### src/rtl/event_packetizer.sv
// Packs column-arbiter grants into {timestamp, row, column, polarity} packets and
// queues them in a small FIFO with valid/ready output; overflow events are counted.
module event_packetizer #(
    parameter int COLS     = 4,
    parameter int y_width  = 2,
    parameter int x_width  = 2,
    parameter int TS_WIDTH = 16,
    parameter int DEPTH    = 4
) (
    input  logic                                  clk_i,
    input  logic                                  reset_i,
    input  logic                                  enable_i,
    input  logic [COLS-1:0]                       col_gnt_i,
    input  logic [y_width-1:0]                    yadd_i,
    input  logic [x_width-1:0]                    xadd_i,
    input  logic                                  polarity_i,
    input  logic                                  ready_i,
    output logic                                  valid_o,
    output logic [TS_WIDTH+x_width+y_width:0]     data_o,
    output logic                                  full_o,
    output logic [$clog2(DEPTH):0]                level_o,
    output logic [7:0]                            drop_cnt_o
);

    localparam int AW = $clog2(DEPTH);
    localparam int DW = TS_WIDTH + x_width + y_width + 1;
    localparam logic [AW:0]         PTR_ONE = 1;
    localparam logic [TS_WIDTH-1:0] TS_ONE  = 1;

    logic [TS_WIDTH-1:0] r_ts;
    logic [AW:0]         r_wr_ptr;
    logic [AW:0]         r_rd_ptr;
    logic [7:0]          r_drop_cnt;
    logic [DW-1:0]       r_mem [DEPTH];

    logic                w_event;
    logic                w_empty;
    logic                w_full;
    logic                w_pop;
    logic                w_push;
    logic                w_drop;
    logic [DW-1:0]       w_packet;

    assign w_event  = enable_i && (|col_gnt_i);
    assign w_empty  = (r_wr_ptr == r_rd_ptr);
    assign w_full   = (r_wr_ptr[AW] != r_rd_ptr[AW]) &&
                      (r_wr_ptr[AW-1:0] == r_rd_ptr[AW-1:0]);
    // Pop only depends on registered occupancy, so a fresh push can never fall through.
    assign w_pop    = !w_empty && ready_i;
    assign w_push   = w_event && (!w_full || w_pop);
    assign w_drop   = w_event && w_full && !w_pop;
    assign w_packet = {r_ts, xadd_i, yadd_i, polarity_i};

    // NOTE: sequential state uses non-blocking assignments so every register samples
    // the pre-edge values of the others, regardless of statement order.
    always_ff @(posedge clk_i or posedge reset_i) begin
        if (reset_i) begin
            r_ts       <= '0;
            r_wr_ptr   <= '0;
            r_rd_ptr   <= '0;
            r_drop_cnt <= '0;
        end else begin
            r_ts <= enable_i ? (r_ts + TS_ONE) : '0;
            if (w_push) begin
                r_wr_ptr <= r_wr_ptr + PTR_ONE;
            end
            if (w_pop) begin
                r_rd_ptr <= r_rd_ptr + PTR_ONE;
            end
            if (w_drop && (r_drop_cnt != 8'hFF)) begin
                r_drop_cnt <= r_drop_cnt + 8'd1;
            end
        end
    end

    // NOTE: the storage array has no reset; the pointers alone define which entries
    // are live, so resetting the array would only cost flops and routing.
    always_ff @(posedge clk_i) begin
        if (w_push) begin
            r_mem[r_wr_ptr[AW-1:0]] <= w_packet;
        end
    end

    assign data_o     = r_mem[r_rd_ptr[AW-1:0]];
    assign valid_o    = !w_empty;
    assign full_o     = w_full;
    assign level_o    = r_wr_ptr - r_rd_ptr;
    assign drop_cnt_o = r_drop_cnt;

endmodule

### config.mk
export PLATFORM = sky130hd
export DESIGN_NAME = event_packetizer
export DESIGN_NICKNAME = d
export VERILOG_FILES = /design/src/rtl/event_packetizer.sv
export SDC_FILE = /design/constraint.sdc
export NUM_CORES = 1
export LEC_CHECK = 0
export BUFFER_PORTS_ARGS = -buffer_cell sky130_fd_sc_hd__clkbuf_2
export CORE_AREA = 4 4 142 76
export DETAILED_ROUTE_END_ITERATION = 6
export DIE_AREA = 0 0 146 80
export GPL_TIMING_DRIVEN = 1
export PLACE_DENSITY = 0.73
export SYNTH_ARGS = -nofsm -noshare
export SYNTH_HDL_FRONTEND = slang
export SYNTH_SLANG_ARGS = --single-unit
### constraint.sdc
create_clock -name clk_i -period 5.5 [get_ports clk_i]
set_input_delay 0.275 -clock clk_i [delete_from_list [all_inputs] [get_ports clk_i]]
set_output_delay 0.275 -clock clk_i [all_outputs]
set_load 0.05 [all_outputs]
==> results, run 1 <==
- The flow ran to the end, and the final reports show no timing, DRC or antenna violations.
- The share of synthesized area in the top cell type comes to 0.545.
- At the pin with the least slew margin, the transition time is 1.14 ns.
- The fraction of the cycle the final worst path needs is 0.509.
- The leading cell type by number of instances after synthesis is edfxtp_1.
- The post-layout net count is 345.
- Power spread over the standard cell area amounts to 618 mW/mm².
- The beginning of the worst register-to-register path is r_wr_ptr[0].
- The post-synthesis register bit count is 114.
- The kind of end point of the critical path is a flop.
- The count of nets left with antenna violations once routing finished came out at 0.
- The critical path class is reg -> reg.
- The via count of the first global-routing pass is 2690.
- The I/O pin total is 47.
- The unique cell type count in the Yosys netlist is 36.
- The tree is rooted in a clkbuf_16.
- The antenna diode instance count is 0.
- The post-synthesis cell type with the largest combined area is edfxtp_1.
- The placement row count is 25.
- The count of flip-flops with a built-in enable after synthesis is 84.
- Summing over every cut layer, the via total after detailed routing is 2479.
- The initial antenna violation count is 0.
- The maximum clock frequency is 0.357 GHz.
- The buffer depth of the longest clock path is 2.
- The largest fanout on the critical path is 22.
- The clock input transition at the sequential cells of the worst setup and hold paths is 0.05 ns.
- Entering global routing, the biggest net connects 31 pins.
- Setup repair after global routing left no endpoint under its margin.
- Timing analysis after detailed placement gives a worst setup slack of 2.69 ns.
- Dividing the detail-routed via count by the number of cells gives 5.44.
- After detailed routing, the number of remaining DRC violations is 0.
- The clock arrives with 0.00468 ns of skew.
- The first routing iteration left 185 violations.
- The die span in y is 80 µm.
- The number of buffers created by CTS is 17.
- The first global-routing pass estimated 14500 µm of wire.
- The number of warning messages in the yosys log is 0.
- The analysis attributes to cell leakage a power of 2.12 nW.
- The wire length per cell after detailed routing is 19.1 µm.
- The area overhead of the layout relative to synthesis is 19.3%.
- Sorting the synthesized cells by area gives the leading types as edfxtp_1 (55%), dfrtp_1 (16%), mux4_2 (10%).
- The worst hold path belongs to the class in -> reg.
- Clock tree synthesis found a total of 114 sinks.
- The number of H-tree levels is 4.
- In this run the register-to-register setup slack is 2.70 ns.
- The minimum clock period after layout is 2.80 ns.
- Of the cells placed in the final design, the portion with a size suffix greater than 1 is 0.319.
- The count of filler cells inserted in the layout is 673.
- The overall track demand over capacity in global routing is 0.167.
- The most instantiated flip-flop cell in the synthesis netlist is edfxtp_1.
- The final count of hold timing violations was 0.
- The post-route worst setup slack is 2.70 ns.
- STA classifies the critical path startpoint as a flop.
- The synthesized netlist net count is 283.
- The number of port buffers is 46.
- The tool flagged a number of max-cap violations equal to 0.
- The total area inside the core boundary comes to 0.00935 mm².
- The area of the die is 0.0117 mm².
- Summing every instance area after synthesis gives 0.00463 mm².
- Sorting the synthesized cells by how often they occur yields edfxtp_1 (84), dfrtp_1 (30), mux4_2 (21).
- In this run the most critical hold path is launched from xadd_i[1].
- The endpoint of the worst hold path is r_mem[0][4].
- The sequential fraction of the synthesis area is 0.708.
- The clock latency on the worst-skew pair is 0.41 ns.
- The weighted congestion reported at the end of routability-driven placement is 0.804.
- Headroom to the max-slew limit came out at 0.236.
- Buffers inserted to repair hold after CTS numbered 0.
- The final layout contains routed wiring with a total length of 8720 µm.
- Before antenna repair, the detailed router went through 4 iterations.
- The maximum vdd ir drop is 0.000313 V.
- The share of async-settable or async-resettable flops after synthesis is 0.263.
- The CTS tree is built.
- After technology mapping, the gate count stands at 260.
- At the worst endpoint, the required time is 5.52 ns.
- The estimated wirelength of the detail-placed design is 5500 µm.
- The worst reg2reg path depth is 5.
- The endpoint of the most critical register-to-register path is r_mem[3][18].
- The data arrival time of the worst path is 2.82 ns.
- The number of gates resized after CTS was 0.
- Global routing finished with a remaining overflow of 0.
- The effective utilization at floorplan is 0.495.
- Setup violations remaining at the end of the flow were counted as 0.
- The average cell area after synthesis is 17.8 µm².
- The count of buffers added by post-CTS timing repair for setup is 0.
- The worst hold path stage count is 1.
- The number of max-slew violations in the final report came to 0.
- For the final routed database, the setup TNS stands at 0 ns.
- The die span in x is 146 µm.
-- sequential cells by signal (all words and copies together), names as in the netlist --
register	cells
r_ts	16
drop_cnt_o	8
r_wr_ptr	3
r_rd_ptr	3
r_mem	84
-- where the power goes --
part           leakage, nW  switching [W]  total [W]  internal, W
combinational        0.694       0.000939    0.00130     0.000363
sequential            1.19      0.0000706    0.00117      0.00110
clock                0.241       0.000375   0.000941     0.000567
total                 2.12        0.00138    0.00341      0.00203
-- metal layers --
layer	up-vias	share of wire	GRT usage
met5	-	0	0
met4	0	0.013	0.0685
met3	15	0.056	0.0556
met2	77	0.47	0.262
met1	1242	0.46	0.218
li1	1145	-	-
-- worst max path at each step --
stage,cells after the start,end,startpoint
after CTS,5,r_mem[3][10],r_wr_ptr[0]
final,5,r_mem[3][18],r_wr_ptr[0]
after floorplan,6,r_mem[3][0],r_rd_ptr[1]
after global placement,5,r_mem[3][3],r_wr_ptr[0]
after detailed placement,5,r_mem[3][3],r_wr_ptr[0]
after global routing,5,r_mem[1][19],r_wr_ptr[0]
-- metrics by stage --
step	total power (W)	utilization	cells	hold WS (ns)	cell area, µm²
5_1_grt	0.00356	0.590	456	0.0703	5520
2_1_floorplan	0.00220	-	260	0.366	4630
6_report	0.00341	0.590	456	0.0897	5520
3_3_place_gp	0.00246	0.535	424	0.485	5000
4_1_cts	0.00345	0.590	456	0.0701	5520
3_5_place_dp	0.00250	0.535	424	0.497	5000
-- layout make-up --
type                            count  area (µm²)  share of cell area
Sequential cell                   114        3270               0.593
Multi-Input combinational cell    133        1300               0.236
Clock buffer                       17         425              0.0771
Timing Repair Buffer               48         245              0.0444
Tap cell                          121         151              0.0274
Clock inverter                     15        93.8              0.0170
Inverter                            8        30.0             0.00544
-- cells by family after synthesis --
family	Yosys count	share of synthesized area
AO/OA/AOI/OAI	14	0.0189
XOR/XNOR	22	0.0433
adder cells (fa/ha/maj)	10	0.0287
buffers and inverters	13	0.0111
flip-flops	114	0.708
multiplexers	23	0.107
AND/OR/NAND/NOR	64	0.0833
-- layout by cell type, fill, tap and decap left out, types with 2 or more instances in the layout --
| cell type | count |
|---|---|
| or3_1 | 2 |
| clkinvlp_4 | 5 |
| o41ai_1 | 3 |
| nor4_2 | 2 |
| o21ai_0 | 6 |
| clkbuf_16 | 17 |
| nor3_1 | 3 |
| a21oi_1 | 3 |
| nand4_1 | 5 |
| clkinv_2 | 3 |
| dfrtp_1 | 30 |
| mux2_2 | 2 |
| nand3_1 | 8 |
| ha_1 | 9 |
| and2_1 | 5 |
| xor2_1 | 11 |
| clkinv_1 | 4 |
| buf_4 | 2 |
| nor2_1 | 13 |
| nor4_1 | 2 |
| nand2_1 | 12 |
| and4_1 | 2 |
| inv_1 | 8 |
| inv_6 | 2 |
| clkbuf_2 | 46 |
| or4_1 | 2 |
| edfxtp_1 | 84 |
| mux4_2 | 21 |
| xnor2_1 | 10 |
-- critical path, cell delays in order, from the launching register on --
cell     delay (ns)
dfrtp_1        0.38
inv_1          0.11
ha_1           0.35
and3b_1        0.24
a21oi_1        0.38
and2_1         0.94
(Power assumes the default switching activity.)
==> run 2, diff against run 1 <==
--- a/config.mk
+++ b/config.mk
@@ -10,7 +10,7 @@
 export DETAILED_ROUTE_END_ITERATION = 6
 export DIE_AREA = 0 0 146 80
 export GPL_TIMING_DRIVEN = 1
-export PLACE_DENSITY = 0.73
+export PLACE_DENSITY = 0.75
 export SYNTH_ARGS = -nofsm -noshare
 export SYNTH_HDL_FRONTEND = slang
 export SYNTH_SLANG_ARGS = --single-unit
==> constraint.sdc (replaced) <==
create_clock -name clk_i -period 2.4 [get_ports clk_i]
set_input_delay 0.12 -clock clk_i [delete_from_list [all_inputs] [get_ports clk_i]]
set_output_delay 0.12 -clock clk_i [all_outputs]
set_load 0.05 [all_outputs]
==> run 2 against run 1 <==
  * Critical path depth increased by 1
  * Sequential power up 130%
  * Sequential share of layout area shrank 2.1 points
  * Highest routed layer unchanged
==> results, run 2 (same netlist as run 1, synthesis figures left out) <==
- The run finished with clean final reports.
- The count of filler cells inserted in the layout is 642 (-4.6%).
- The post-route worst setup slack is 0.153 ns (-2.55 ns).
- The per-cell via count in the routed design is 5.61 (+3.2%).
- The switching power of the nets was 0.00324 W (+130%).
- The worst setup path is captured at a flop.
- The sequential power share is 0.320 (-0.022).
- The critical path class is reg -> reg.
- The endpoint of the most critical register-to-register path is r_mem[1][12].
- The origin of the worst min-delay path is ready_i.
- The power density over the cells is 1450 mW/mm² (+140%).
- The met2 routed wirelength is 4530 µm (+10%).
- The clock input transition at the sequential cells of the worst setup and hold paths is 0.05 ns (about the same).
- The highest metal layer used by the detailed router is met4.
- The fraction of power consumed by combinational cells came to 0.378 (-0.004).
- The die span in y is 80 µm (unchanged).
- The part of the power in the clock network came to 0.302 (+0.026).
- The I/O pin total is 47 (unchanged).
- The via count of the first global-routing pass is 2749 (+2.2%).
- The worst reg2reg path depth is 6 (+1).
- The worst reg-to-reg setup slack is 0.15 ns (-2.55 ns).
- The residual antenna-violating net count after detailed routing is 0 (unchanged).
- The detailed-route DRC error count is 0 (unchanged).
- The total via count in the routed design is 2615 (+5.5%).
- The leftover overflow at the end of global routing came to 0 (unchanged).
- The fraction of the cycle the final worst path needs is 0.936 (+0.428).
- The maximum clock frequency is 0.445 GHz (+25%).
- The largest fanout on the critical path is 21 (-4.5%).
- The worst slack at placement is 0.0137 ns (-2.67 ns).
- The count of endpoints failing setup in the final report is 0 (unchanged).
- The overall track demand over capacity in global routing is 0.176 (+0.00871).
- The initial antenna violation count is 0 (unchanged).
- The area inside the core boundary is 0.00935 mm² (unchanged).
- The weighted congestion reported at the end of routability-driven placement is 0.771 (-4.1%).
- The number of H-tree levels is 4 (unchanged).
- The number of port buffers is 46 (unchanged).
- The library cell used most frequently in the layout, excluding fill and tap cells, is edfxtp_1.
- The CTS tree is built.
- The clock latency on the worst-skew pair is 0.40 ns (about the same).
- The required time at the worst-slack endpoint is 2.47 ns (-3.05 ns).
- The buffer depth of the longest clock path is 2 (unchanged).
- The maximum vdd ir drop is 0.000739 V (+140%).
- The fraction of layout instances using a drive strength above 1 is 0.339 (+0.0197).
- The wire length of the first global-routing pass came to 15300 µm (+5.2%).
- The wire length per cell after detailed routing is 19.9 µm (+4.1%).
- The pin count of the biggest net entering global routing is 31 (unchanged).
- The root cell of the clock tree is clkbuf_16.
- The worst clock skew is 0.00834 ns (+0.00366 ns).
- From synthesis to final layout, the design area changed by 23.7%.
- The count of clock tree sinks is 114 (unchanged).
- The data arrival time of the worst path is 2.32 ns (-0.50 ns).
- The slew at the pin with the worst max-slew slack is 0.515 ns (-0.630 ns).
- The switching part of the total is 0.389 (-0.0171).
- Setup repair after global routing left no endpoint under its margin.
- The number of buffers created by CTS is 17 (unchanged).
- The max-cap violation count is 0 (unchanged).
- The estimated wirelength of the detail-placed design came to 5390 µm (-2.1%).
- The placement row count is 25 (unchanged).
- The min-delay analysis places its worst path in the category in -> reg.
- The antenna diode instance count came to 0 (unchanged).
- The library cells used most frequently in the layout, excluding fill and tap cells, are edfxtp_1 (84), clkbuf_2 (45), dfrtp_1 (30).
- The effective utilization at floorplan came to 0.495 (unchanged).
- The post-layout net count is 355 (+2.9%).
- The minimum clock period after layout was 2.25 ns (-0.551 ns).
- The static power due to leakage came to 2.23 nW (+5.0%).
- The worst hold margin is 0.0277 ns (-0.0620 ns).
- The number of flip-flops in the largest register is 84 (unchanged).
- The number of max-slew violations in the final report is 0 (unchanged).
- The internal power consumption is 0.00509 W (+150%).
- The area of the die is 0.0117 mm² (unchanged).
- The headroom to the max-slew limit is 0.652 (+0.416).
- The die span in x is 146 µm (unchanged).
- The count of buffers added by post-CTS timing repair for setup is 0 (unchanged).
- The total routed wire length on the met1 layer was 4000 µm (-0.12%).
- For hold timing, the worst endpoint is r_rd_ptr[2].
- The final count of hold timing violations is 0 (unchanged).
- The startpoint identified for the worst register-to-register timing path is r_wr_ptr[0].
- The first-pass iteration count of the detailed router came to 5 (+1).
- The initial DRC count is 191 (+3.2%).
- The sort of element at the start of the critical path is a flop.
- The total length of routed met3 wires was 607 µm (+24%).
- The worst hold path stage count was 3 (+2).
- The total wire length after detailed routing is 9270 µm (+6.3%).
==> run 2: changes by cell type in the layout (fill, tap and decap cells not counted), moves of 2 or more <==
cell           previous run  this run
bufinv_16                 0         3
and2_2                    0         3
clkinv_1                  4         2
and2_1                    5         1
dlygate4sd3_1             0         6
buf_4                     2         5
clkinv_4                  1         4
clkinvlp_4                5         1
buf_12                    0         2
==> run 2: power by group through the flow <==
| stage | clock network (W) | registers, W | logic [W] |
|---|---|---|---|
| floorplan | 0 | 0.00274 | 0.00231 |
| global placement | 0 | 0.00266 | 0.00311 |
| detailed placement | 0 | 0.00269 | 0.00315 |
| CTS | 0.00254 | 0.00267 | 0.00319 |
| global route | 0.00266 | 0.00269 | 0.00333 |
| finish | 0.00252 | 0.00266 | 0.00314 |
==> run 2: worst max-delay path by stage <==
stage	start	to	slack [ns]
6_report	r_wr_ptr[0]	r_mem[1][12]	0.15
5_1_grt	r_wr_ptr[0]	r_mem[1][15]	0.02
4_1_cts	r_wr_ptr[0]	r_mem[1][18]	0.001
3_5_place_dp	r_wr_ptr[0]	r_mem[1][4]	0.01
3_3_place_gp	r_wr_ptr[0]	r_mem[1][4]	0.16
2_1_floorplan	r_rd_ptr[1]	r_mem[0][0]	-0.07
==> run 2: timing repair <==
action,CTS,global route
hold buffers,6,0
gates resized for setup,0,1
endpoints found under the hold margin,50,0
endpoints found under the setup margin,0,74
==> run 2: routing by layer <==
metal  up-vias  GRT usage
li1       1161          -
met1      1327      0.231
met2       115      0.282
met3        12     0.0556
met4         0     0.0619
met5         -          0
==> run 2: worst max-delay path: stages (launching register included) <==
cell and delay, ns:
dfrtp_1 0.40, inv_1 0.15, ha_1 0.29, and3b_1 0.25, a21oi_2 0.30, and2_2 0.21
buf_4 0.32
==> run 2: final cells by class <==
| class | instances | area [µm²] | share of cell area |
|---|---|---|---|
| sequential | 114 | 3270 | 0.572 |
| tap | 121 | 151 | 0.0265 |
| clock inverter | 14 | 164 | 0.0286 |
| clock buffer | 18 | 429 | 0.0750 |
| multi-input combinational | 133 | 1310 | 0.229 |
| inverter | 8 | 30.0 | 0.00525 |
| timing repair buffer | 58 | 363 | 0.0634 |
==> run 2: per-stage QoR <==
| stage | std cells | instance area (µm²) | setup TNS, ns | utilization | power (W) |
|---|---|---|---|---|---|
| 6_report | 466 | 5720 | 0 | 0.612 | 0.00832 |
| 3_3_place_gp | 428 | 5060 | 0 | 0.542 | 0.00577 |
| 2_1_floorplan | 260 | 4630 | -4.12 | - | 0.00505 |
| 5_1_grt | 466 | 5720 | 0 | 0.612 | 0.00869 |
| 3_5_place_dp | 428 | 5060 | 0 | 0.542 | 0.00584 |
| 4_1_cts | 466 | 5720 | 0 | 0.611 | 0.00840 |
==> run 3, diff against run 2 <==
--- a/config.mk
+++ b/config.mk
@@ -10,7 +10,7 @@
 export DETAILED_ROUTE_END_ITERATION = 6
 export DIE_AREA = 0 0 146 80
 export GPL_TIMING_DRIVEN = 1
-export PLACE_DENSITY = 0.75
+export PLACE_DENSITY = 0.73
 export SYNTH_ARGS = -nofsm -noshare
 export SYNTH_HDL_FRONTEND = slang
 export SYNTH_SLANG_ARGS = --single-unit
==> constraint.sdc (replaced) <==
create_clock -name clk_i -period 2.5 [get_ports clk_i]
set_input_delay 0.125 -clock clk_i [delete_from_list [all_inputs] [get_ports clk_i]]
set_output_delay 0.125 -clock clk_i [all_outputs]
set_load 0.05 [all_outputs]
==> run 3 against run 2 <==
  * Hold slack got worse by 0.0034 ns
  * Global-route usage down 0.39 points
  * Clock-buffer cell count is 2 higher
  * First-iteration DRC count fell by 16%
  * Cell count shrank 0.64%
  * Utilization decreased by 0.68 points
  * Sequential power shrank 4%
  * Via count down 4.9%
  * Largest cell class unchanged
  * Highest routed layer unchanged
==> results, run 3 (same netlist as run 1, synthesis figures left out) <==
- The run finished with clean final reports.
- The residual antenna-violating net count after detailed routing is 0 (unchanged).
- The largest fanout on the critical path is 16 (-24%).
- The pin count of the biggest net entering global routing is 31 (unchanged).
- The number of H-tree levels came to 4 (unchanged).
- The per-cell via count in the routed design is 5.37 (-4.2%).
- The data arrival time of the worst path is 2.35 ns (+0.03 ns).
- The count of endpoints failing setup in the final report was 0 (unchanged).
- The maximum clock frequency is 0.444 GHz (-0.17%).
- The via count of the first global-routing pass is 2725 (-0.87%).
- The slew at the pin with the worst max-slew slack is 0.619 ns (+0.104 ns).
- The switching power of the nets came to 0.00304 W (-5.9%).
- The final count of hold timing violations came to 0 (unchanged).
- The required time at the worst-slack endpoint is 2.60 ns (+0.13 ns).
- The minimum clock period after layout was 2.25 ns (+0.00378 ns).
- The estimated wirelength of the detail-placed design is 5740 µm (+6.5%).
- The fraction of power consumed by combinational cells is 0.379 (about the same).
- The instance area at placement came to 0.00504 mm² (-0.47%).
- The die span in y is 80 µm (unchanged).
- The headroom to the max-slew limit is 0.582 (-0.0700).
- The clock latency on the worst-skew pair came to 0.40 ns (about the same).
- The area growth from synthesis to layout is 22.3%.
- The weighted congestion reported at the end of routability-driven placement came to 0.757 (-1.8%).
- The count of clock tree sinks is 114 (unchanged).
- The internal power consumption was 0.00469 W (-7.7%).
- The number of port buffers is 46 (unchanged).
- The initial antenna violation count is 0 (unchanged).
- The wire length of the first global-routing pass is 14800 µm (-2.8%).
- The worst slack at placement is 0.0388 ns (+0.0251 ns).
- The sequential power share came to 0.331 (+0.011).
- STA classifies the critical path startpoint as a flop.
- The I/O pin total is 47 (unchanged).
- The worst reg2reg path depth is 6 (unchanged).
- STA classifies the critical path endpoint as a flop.
- The max-cap violation count came to 0 (unchanged).
- The total non-filler cell area in the finished layout is 0.00566 mm² (-1.1%).
- The post-route worst setup slack was 0.249 ns (+0.0962 ns).
- The initial DRC count was 160 (-16%).
- The count of buffers added by post-CTS timing repair for setup came to 0 (unchanged).
- The number of buffers created by CTS is 17 (unchanged).
- The static power due to leakage is 2.19 nW (-1.8%).
- In the layout the commonest cells are edfxtp_1 (84), clkbuf_2 (46), dfrtp_1 (30).
- The total via count in the routed design is 2488 (-4.9%).
- The total length of routed met3 wires came to 619 µm (+2.0%).
- The worst clock skew is 0.00641 ns (-0.00193 ns).
- The root cell of the clock tree is clkbuf_16.
- By startpoint and endpoint, the worst setup path is classified as reg -> reg.
- The detailed-route DRC error count is 0 (unchanged).
- The worst hold path stage count came to 3 (unchanged).
- The buffer depth of the longest clock path is 2 (unchanged).
- The area of the die came to 0.0117 mm² (unchanged).
- The overall track demand over capacity in global routing is 0.172 (-0.00386).
- The leading cell type in the layout, fill and taps excluded is edfxtp_1.
- The met2 routed wirelength is 4340 µm (-4.1%).
- The highest metal layer used by the detailed router is met4.
- The leftover overflow at the end of global routing is 0 (unchanged).
- The fraction of layout instances using a drive strength above 1 is 0.330 (-0.00872).
- The number of max-slew violations in the final report came to 0 (unchanged).
- The die span in x was 146 µm (unchanged).
- The maximum vdd ir drop is 0.000711 V (-3.9%).
- Setup repair after global routing left no endpoint under its margin.
- The switching part of the total came to 0.394 (+0.00462).
- The part of the power in the clock network is 0.290 (-0.012).
- The post-layout net count is 354 (-0.28%).
- The antenna diode instance count was 0 (unchanged).
- The setup total negative slack is 0 ns (unchanged).
- The wire length per cell after detailed routing is 19.5 µm (-2.1%).
- The effective utilization at floorplan is 0.495 (unchanged).
- The fraction of the cycle the final worst path needs is 0.900 (-0.0359).
- The total routed wire length on the met1 layer is 4000 µm (-0.17%).
- The area inside the core boundary is 0.00935 mm² (unchanged).
- The power density over the cells is 1370 mW/mm² (-6.0%).
- The total wire length after detailed routing is 9020 µm (-2.7%).
- The placement row count is 25 (unchanged).
- The clock input transition at the sequential cells of the worst setup and hold paths came to 0.05 ns (about the same).
- The first-pass iteration count of the detailed router was 4 (-1).
- The number of flip-flops in the largest register came to 84 (unchanged).
- The CTS tree is built.
- The tightest min-delay check is of the in -> reg type.
[run 3: changes by cell type in the layout (fill, tap and decap cells not counted), sizes merged]
cell      previous run  this run
inv                  9         8
clkbuf              63        66
clkinv               9         5
clkinvlp             1         3
buf                  7         5
bufinv               3         2
[run 3: layout make-up]
class                      instances  area [µm²]
tap                              121         151
timing repair buffer              57         340
multi-input combinational        133        1310
clock inverter                    10         114
inverter                           8        30.0
clock buffer                      20         437
fill                             656        3690
sequential                       114        3270
[run 3: layer usage]
layer,track usage,vias up
met5,0,-
met4,0.0600,0
met3,0.0601,4
met2,0.270,74
met1,0.227,1253
li1,-,1157
[run 3: power by group through the flow]
stage	clock [W]	combinational (W)	sequential, W
after detailed placement	0	0.00293	0.00259
after CTS	0.00228	0.00297	0.00256
after floorplan	0	0.00221	0.00263
after global placement	0	0.00289	0.00256
after global routing	0.00240	0.00312	0.00259
final	0.00225	0.00293	0.00256
[run 3: worst paths after layout]
path | from | end | slack, ns
worst max-delay path | r_wr_ptr[0] | r_mem[3][19] | 0.25
worst min-delay path | ready_i | r_rd_ptr[2] | 0.02
worst max register to register | r_wr_ptr[0] | r_mem[3][19] | 0.25
worst min register to register | drop_cnt_o[5] | drop_cnt_o[5] | 0.51
max in group asynchronous | reset_i | r_ts[13] | 1.88
min in group asynchronous | reset_i | drop_cnt_o[0] | 0.33
[run 3: what timing repair did]
action,in CTS,in global routing
hold endpoints to repair,50,0
setup endpoints to repair,42,79
hold buffers,6,0
gates resized for setup,0,3
[run 3: stage by stage]
step | utilization | power, W | hold WS (ns) | cells
floorplan | - | 0.00484 | 0.216 | 260
global placement | 0.539 | 0.00545 | 0.194 | 427
detailed placement | 0.539 | 0.00553 | 0.205 | 427
CTS | 0.604 | 0.00782 | 0.00908 | 463
global route | 0.605 | 0.00810 | 0.0141 | 463
finish | 0.605 | 0.00774 | 0.0243 | 463
[run 3: critical path, cell delays in order, from the launching register on]
cell     delay [ns]
dfrtp_1        0.38
inv_1          0.11
ha_1           0.35
and3b_1        0.26
a21oi_2        0.33
and2_2         0.33
buf_12         0.19
